<file path="src/rtl/fifo_pkg.sv">
// Shared FIFO pointer helpers: Gray/binary conversion and default sync depth.
// Callers size-cast the arguments and results to their own pointer width.
package fifo_pkg;

  localparam int DEFAULT_SYNC_STAGES = 2;
  localparam int PTR_MAX_W           = 32;

  function automatic logic [PTR_MAX_W-1:0] bin2gray(input logic [PTR_MAX_W-1:0] bin);
    return bin ^ {1'b0, bin[PTR_MAX_W-1:1]};
  endfunction

  // Prefix XOR from the MSB down; zero-extended upper bits do not disturb the result.
  function automatic logic [PTR_MAX_W-1:0] gray2bin(input logic [PTR_MAX_W-1:0] gray);
    logic [PTR_MAX_W-1:0] bin;
    bin[PTR_MAX_W-1] = gray[PTR_MAX_W-1];
    for (int i = PTR_MAX_W - 2; i >= 0; i--) begin
      bin[i] = bin[i+1] ^ gray[i];
    end
    return bin;
  endfunction

endpackage

</file>
<file path="src/rtl/pntr_sync.sv">
// N-stage flop chain carrying a Gray pointer across a clock-domain boundary.
// Shared by the read-side empty logic and the write-side full logic.
module pntr_sync
  import fifo_pkg::*;
#(
  parameter int WIDTH  = 4,
  parameter int STAGES = DEFAULT_SYNC_STAGES
) (
  input  logic             clk,
  input  logic             aclr_n,
  input  logic [WIDTH-1:0] din,
  output logic [WIDTH-1:0] dout
);

  logic [WIDTH-1:0] sync_r [STAGES];

  // Shift register: stage 0 samples the asynchronous input.
  always_ff @(posedge clk or negedge aclr_n) begin
    if (!aclr_n) begin
      for (int i = 0; i < STAGES; i++) begin
        sync_r[i] <= '0;
      end
    end else begin
      sync_r[0] <= din;
      for (int i = 1; i < STAGES; i++) begin
        sync_r[i] <= sync_r[i-1];
      end
    end
  end

  assign dout = sync_r[STAGES-1];

endmodule

</file>
<file path="src/rtl/rd_ctrl_sync.sv">
// Read-domain controller for a dual-clock FIFO: read pointers, empty/almost-empty,
// fill count and underflow, with the write Gray pointer synchronised internally.
module rd_ctrl_sync
  import fifo_pkg::*;
#(
  parameter int AWIDTH           = 3,
  parameter int SYNC_STAGES      = DEFAULT_SYNC_STAGES,
  parameter int ALMOST_EMPTY_LVL = 1,
  parameter int SHOWAHEAD        = 0
) (
  input  logic              rd_clk_i,
  input  logic              aclr_n_i,
  input  logic              rd_req_i,
  input  logic [AWIDTH:0]   wr_pntr_gray_i,
  output logic [AWIDTH-1:0] rd_pntr_o,
  output logic [AWIDTH:0]   rd_pntr_gray_o,
  output logic              rd_empty_o,
  output logic              rd_almost_empty_o,
  output logic [AWIDTH:0]   rd_usedw_o,
  output logic              rd_underflow_o
);

  localparam int            PW     = AWIDTH + 1;
  localparam logic [PW-1:0] AE_LVL = PW'(ALMOST_EMPTY_LVL);

  logic [PW-1:0] wr_gray_sync_s;
  logic [PW-1:0] wr_bin_sync_s;
  logic [PW-1:0] rd_bin_r;
  logic [PW-1:0] rd_bin_next_s;
  logic [PW-1:0] rd_gray_next_s;
  logic [PW-1:0] usedw_next_s;
  logic          rd_en_s;

  pntr_sync #(
    .WIDTH  (PW),
    .STAGES (SYNC_STAGES)
  ) u_wr_sync (
    .clk    (rd_clk_i),
    .aclr_n (aclr_n_i),
    .din    (wr_pntr_gray_i),
    .dout   (wr_gray_sync_s)
  );

  // Next-pointer arithmetic; the extra pointer bit makes full and empty distinguishable.
  always_comb begin
    wr_bin_sync_s  = PW'(gray2bin(PTR_MAX_W'(wr_gray_sync_s)));
    rd_en_s        = rd_req_i & ~rd_empty_o;
    rd_bin_next_s  = rd_bin_r + {{AWIDTH{1'b0}}, rd_en_s};
    rd_gray_next_s = PW'(bin2gray(PTR_MAX_W'(rd_bin_next_s)));
    usedw_next_s   = wr_bin_sync_s - rd_bin_next_s;
    if (SHOWAHEAD != 32'sd0) begin
      rd_pntr_o = rd_bin_next_s[AWIDTH-1:0];
    end else begin
      rd_pntr_o = rd_bin_r[AWIDTH-1:0];
    end
  end

  // Flags are computed from the post-pop pointer so a last-word pop flags empty at once.
  always_ff @(posedge rd_clk_i or negedge aclr_n_i) begin
    if (!aclr_n_i) begin
      rd_bin_r          <= '0;
      rd_pntr_gray_o    <= '0;
      rd_empty_o        <= 1'b1;
      rd_almost_empty_o <= 1'b1;
      rd_usedw_o        <= '0;
      rd_underflow_o    <= 1'b0;
    end else begin
      rd_bin_r          <= rd_bin_next_s;
      rd_pntr_gray_o    <= rd_gray_next_s;
      rd_empty_o        <= (rd_gray_next_s == wr_gray_sync_s);
      rd_almost_empty_o <= (usedw_next_s <= AE_LVL);
      rd_usedw_o        <= usedw_next_s;
      rd_underflow_o    <= rd_req_i & rd_empty_o;
    end
  end

endmodule

</file>
<file path="config.mk">
export PLATFORM = sky130hd
export DESIGN_NAME = rd_ctrl_sync
export DESIGN_NICKNAME = d
export VERILOG_FILES = /design/src/rtl/fifo_pkg.sv /design/src/rtl/pntr_sync.sv /design/src/rtl/rd_ctrl_sync.sv
export SDC_FILE = /design/constraint.sdc
export NUM_CORES = 1
export LEC_CHECK = 0
export ABC_AREA = 0
export CAP_MARGIN = 20
export CORE_ASPECT_RATIO = 0.8
export CORE_MARGIN = 2
export CORE_UTILIZATION = 47
export CTS_CLUSTER_SIZE = 14
export DETAILED_ROUTE_END_ITERATION = 10
export PLACE_DENSITY = 0.8
export SYNTH_ARGS = -nofsm -noshare
export SYNTH_HDL_FRONTEND = slang
export SYNTH_SLANG_ARGS = --single-unit
</file>
<file path="constraint.sdc">
create_clock -name rd_clk_i -period 3.1 [get_ports rd_clk_i]
set_input_delay 0.62 -clock rd_clk_i [delete_from_list [all_inputs] [get_ports rd_clk_i]]
set_output_delay 0.62 -clock rd_clk_i [all_outputs]
set_load 0.05 [all_outputs]
</file>
# Word-level counts from Yosys, hierarchy flattened
# Cells that the tools add are included.
[op_classes]
add_sub_neg = 2
n_mul = 0
div_mod_pow = 0
magnitude_cmp = 1
eq_ne = 1
shift = 0
muxes = 0
bitwise_logic = 7
n_reduce_logical = 0
[ops]
columns = ["op", "count"]
rows = [
  ["$add 4x1->4", 1],
  ["$eq 4x4->1", 1],
  ["$le 4x1->1 const B", 1],
  ["$sub 4x4->4", 1],
  ["$xor 4x3->4", 1],
  ["$xor 1x1->1", 3],
  ["$and 1x1->1", 2],
  ["$not 1->1", 1],
]
[totals]
ff_bits = 23
latch_bits = 0
ramBits = 0
mem_bits_ro = 0
out_inout_bits = 14
word_cells = 19
memories = 0

# Depth between registers and ports, before layout
[depth]
ltp_word = 5
ltp_mapped = 9

# Cells and area by module
# Synthesis repeated with hierarchy kept, for this count alone.
[hier_totals]
cells_unflattened = 66
area_unflattened_um2 = 945.9
[by_module_without_submodules]
columns = ["mod", "n_inst", "cells_per_inst", "area_per_inst_um2"]
rows = [
  ["rd_ctrl_sync", 1, 54, 715.7],
  ["pntr_sync", 1, 12, 230.2],
]

# Least setup slack after synthesis
# No wires, ideal clock.
[synth_timing]
kind = "reg-to-reg"
startpoint = "reg rd_empty_o"
endpoint = "reg rd_almost_empty_o"
setup_ns = 0.082
t_arrival_ns = 2.442
slack_ns = 0.577
stages_incl_launch_ff = 10
n_path_buf = 0
synth_period_minus_slack_ns = 2.523
path_cell_list = "dfstp_2 nor2b_1 ha_1 ha_1 xnor2_1 ha_1 or3b_2 o311ai_4 xnor2_1 nor3_2"
[synth_via]
elab_chain_cells = 5
[synth_lines]
columns = ["item", "line_no", "source"]
rows = [
  ["start, declared", "rd_ctrl_sync.sv:17", "output logic rd_empty_o,"],
  ["start signal, assigned", "rd_ctrl_sync.sv:70", "rd_empty_o <= (rd_gray_next_s == wr_gray_sync_s);"],
  ["$not 1->1", "rd_ctrl_sync.sv:47", "rd_en_s = rd_req_i & ~rd_empty_o;"],
  ["$and 1x1->1", "rd_ctrl_sync.sv:47", ""],
  ["$add 4x1->4", "rd_ctrl_sync.sv:48", "rd_bin_next_s = rd_bin_r + {{AWIDTH{1'b0}}, rd_en_s};"],
  ["$sub 4x4->4", "rd_ctrl_sync.sv:50", "usedw_next_s = wr_bin_sync_s - rd_bin_next_s;"],
  ["named net usedw_next_s[3]", "rd_ctrl_sync.sv:31", "logic [PW-1:0] usedw_next_s;"],
  ["$le 4x1->1", "rd_ctrl_sync.sv:71", "rd_almost_empty_o <= (usedw_next_s <= AE_LVL);"],
  ["end signal, assigned", "rd_ctrl_sync.sv:71", ""],
  ["end, declared", "rd_ctrl_sync.sv:18", "output logic rd_almost_empty_o,"],
]
# The timed path passes the listed nets, and every way through them passes these cells.

# Worst setup path in the final report
[layout_timing]
startpoint = "in rd_req_i"
endpoint = "reg rd_almost_empty_o"
[layout_via]
elab_chain_cells = 4
[layout_lines]
columns = ["item", "line_no", "source"]
rows = [
  ["start, declared", "rd_ctrl_sync.sv:13", "input logic rd_req_i,"],
  ["$and 1x1->1", "rd_ctrl_sync.sv:47", ""],
  ["$add 4x1->4", "rd_ctrl_sync.sv:48", ""],
  ["$sub 4x4->4", "rd_ctrl_sync.sv:50", ""],
  ["named net usedw_next_s[3]", "rd_ctrl_sync.sv:31", ""],
  ["$le 4x1->1", "rd_ctrl_sync.sv:71", ""],
]
# The timed path passes the listed nets, and every way through them passes these cells.

==> run_results.csv <==
group,metric,value,unit
layout,antenna_cells,0,
route,ant_nets,0,
timing,fin_crit,2.68,ns
global_routing,grt_pass1_wl,2260,um
clock_tree,cts.sink_count,22,
place,io_buffer_count,20,
route,viasPerCell,4.68,
synth,synth_seq_cells,22,
global_routing,grt_overflow,0,
die,die_height,43.5,um
setup_path,required,3.33,ns
layout,fin_cells,111,
route,drcViolationCount,0,
timing,relSlewSlack,66.5,%
timing,finalClockSkew,0.00341,ns
route,routed_wirelength,1330,um
layout,nets,100,
global_routing,grt_pass1_vias,506,
die,start_util,49.3,%
setup_path,worstReg2RegStart,"rd_empty_o",
synth,netlist_area,916,um2
hold_path,worstHoldPathType,"reg2reg",
global_routing,antenna_found_initial,0,
route,firstDrtPassIters,1,
timing,setup_tns,0,ns
timing,fin_crit_sh,86.5,%
synth,netlist_instances,62,
timing,maxSlewViolCount,0,
die,ios,21,
job,maxCapViolations,0,
timing,hold_viol,0,
setup_path,worst_setup_path_end_kind,"flop",
synth,ys_seq_area_share,60.4,%
clock_tree,hold_buffers,0,
route,vias,519,
route,drt-wirelength-per-cell,11.9,um
place,dpl.cell_count,106,
route,first_iter_violations,0,
run_status,outcome,"finished clean",
place,gp_congestion,0.734,
timing,tightest_slew,0.501,ns
setup_path,worstSetupStartpoint,"rd_req_i",
clock_tree,h-tree-depth,1,
die,core-area,1860,um2
synth,synth_nets,74,
clock_tree,cts-root-buf,"clkbuf_4",
die,die_w,53.4,um
setup_path,critPathMaxFanout,3,
timing,rsz0062_at_grt,"no",
setup_path,worst_setup_path_start_kind,"primary input",
clock_tree,cts.path.max_buffers,2,
clock_tree,tritoncts,"yes",
setup_path,path_class,"in2reg",
timing,fmax,0.373,GHz
clock_tree,clk_pin_slew_worst_paths,0.11,ns
die,die_area,2320,um2
setup_path,arrival,2.91,ns
layout,area.growth.synth_to_final,32.2,%
synth,synth_cell_types,20,
global_routing,grt_usage,14.2,%
die,core.rowCount,14,
clock_tree,numCtsBuffers,3,
global_routing,grt_max_degree,23,
hold_path,holdCritStartpoint,"u_wr_sync.sync_r[5]",
clock_tree,insertion_delay,0.29,ns
synth,ys_warn_count,0,
timing,finalSetupViolCount,0,
clock_tree,ctsResizeCount,0,
layout,drive_above_1_share,13.8,%
synth,synth.avg_cell_area,14.8,um2
clock_tree,post_cts_buffers,0,
-- metal layers --
metal	GRT usage, %	share of wire [%]	vias up
li1	-	-	249
met1	19.7	44	250
met2	21.0	48	18
met3	4.14	6.7	2
met4	6.15	0.98	0
met5	0	0	-
-- placed cells by master (no fill, tap or decap), drive strengths merged --
cell and count:
or3b 1, nand3 1, nor2b 1, o311ai 1
buf 1, clkdlybuf4s50 20, nor3 2, xnor2 8
inv 5, o21bai 1, dfrtp 20, dfstp 2
xnor3 2, mux2i 1, a21boi 1, xor2 6
nor2 1, clkbuf 5, and2 3, ha 5
-- worst max-delay path, cell delays in order --
cell             delay (ns)
clkdlybuf4s50_1        0.43
nor2b_1                0.15
ha_1                   0.20
ha_1                   0.22
xnor2_1                0.15
ha_1                   0.31
or3b_2                 0.48
o311ai_4               0.10
xnor2_1                0.12
nor3_2                 0.13
-- cells in the mapped netlist --
library cell   n  share of area [%]
nor2_1         1               0.41
o311ai_4       1                2.9
xnor2_1        8                7.7
or3b_2         1               0.96
nor3_1         1               0.55
xnor3_2        1                2.6
nor3_2         1                1.1
mux2i_1        1                1.1
dfstp_2        2                5.7
nor2b_1        1               0.68
ha_1           5                6.8
a21boi_0       1               0.82
o21bai_1       1               0.82
dfrtp_1       20                 55
and2_1         3                2.0
nand3_1        1               0.55
inv_1          5                2.0
clkbuf_1       1               0.41
xor2_1         6                5.7
xnor3_1        1                2.5
-- sequential cells by signal, summed over array words and instances (netlist names) --
name,count
u_wr_sync.sync_r,4
u_wr_sync.dout,4
rd_pntr_gray_o,3
rd_bin_r,4
rd_almost_empty_o,1
rd_empty_o,1
rd_usedw_o,4
rd_underflow_o,1
-- through the flow --
step           setup WS (ns)  hold WS, ns  util, %  area (um2)
3_5_place_dp          0.0994        0.335     61.9        1150
3_3_place_gp           0.169        0.332     61.9        1150
5_1_grt                0.265        0.372     65.2        1210
4_1_cts                0.412        0.362     63.9        1190
2_1_floorplan          0.577        0.324        -         916
6_report               0.420        0.359     65.2        1210
-- path summary, 6_finish.rpt --
path / to / slack (ns) / cells after the start
hold reg to reg: u_wr_sync.dout[1] / 0.36 / 0
min in group asynchronous: rd_pntr_gray_o[1] / 0.68 / 2
max in group asynchronous: rd_empty_o / 2.21 / 2
setup / recovery: rd_almost_empty_o / 0.42 / 10
hold / removal: u_wr_sync.dout[1] / 0.36 / 0
setup reg to reg: rd_almost_empty_o / 0.70 / 9
-- final cells by class --
cell class | count | area, um2
clock buffers | 4 | 36.3
inverters | 5 | 18.8
fillers | 152 | 646
flip-flops and latches | 22 | 553
well taps | 24 | 30.0
multi-input cells | 34 | 340
repair buffers | 22 | 233
-- logic make-up after synthesis --
family / after synthesis / synth area share (%)
AND/OR/NAND/NOR: 9 / 6.28
XOR/XNOR: 16 / 18.4
multiplexers: 1 / 1.09
adder cells (fa/ha/maj): 5 / 6.83
flip-flops: 22 / 60.4
AO/OA/AOI/OAI: 3 / 4.51
buffers and inverters: 6 / 2.46
Power is not shown: default switching activity piles up to over one toggle a cycle in this logic, so the estimate is an artifact.
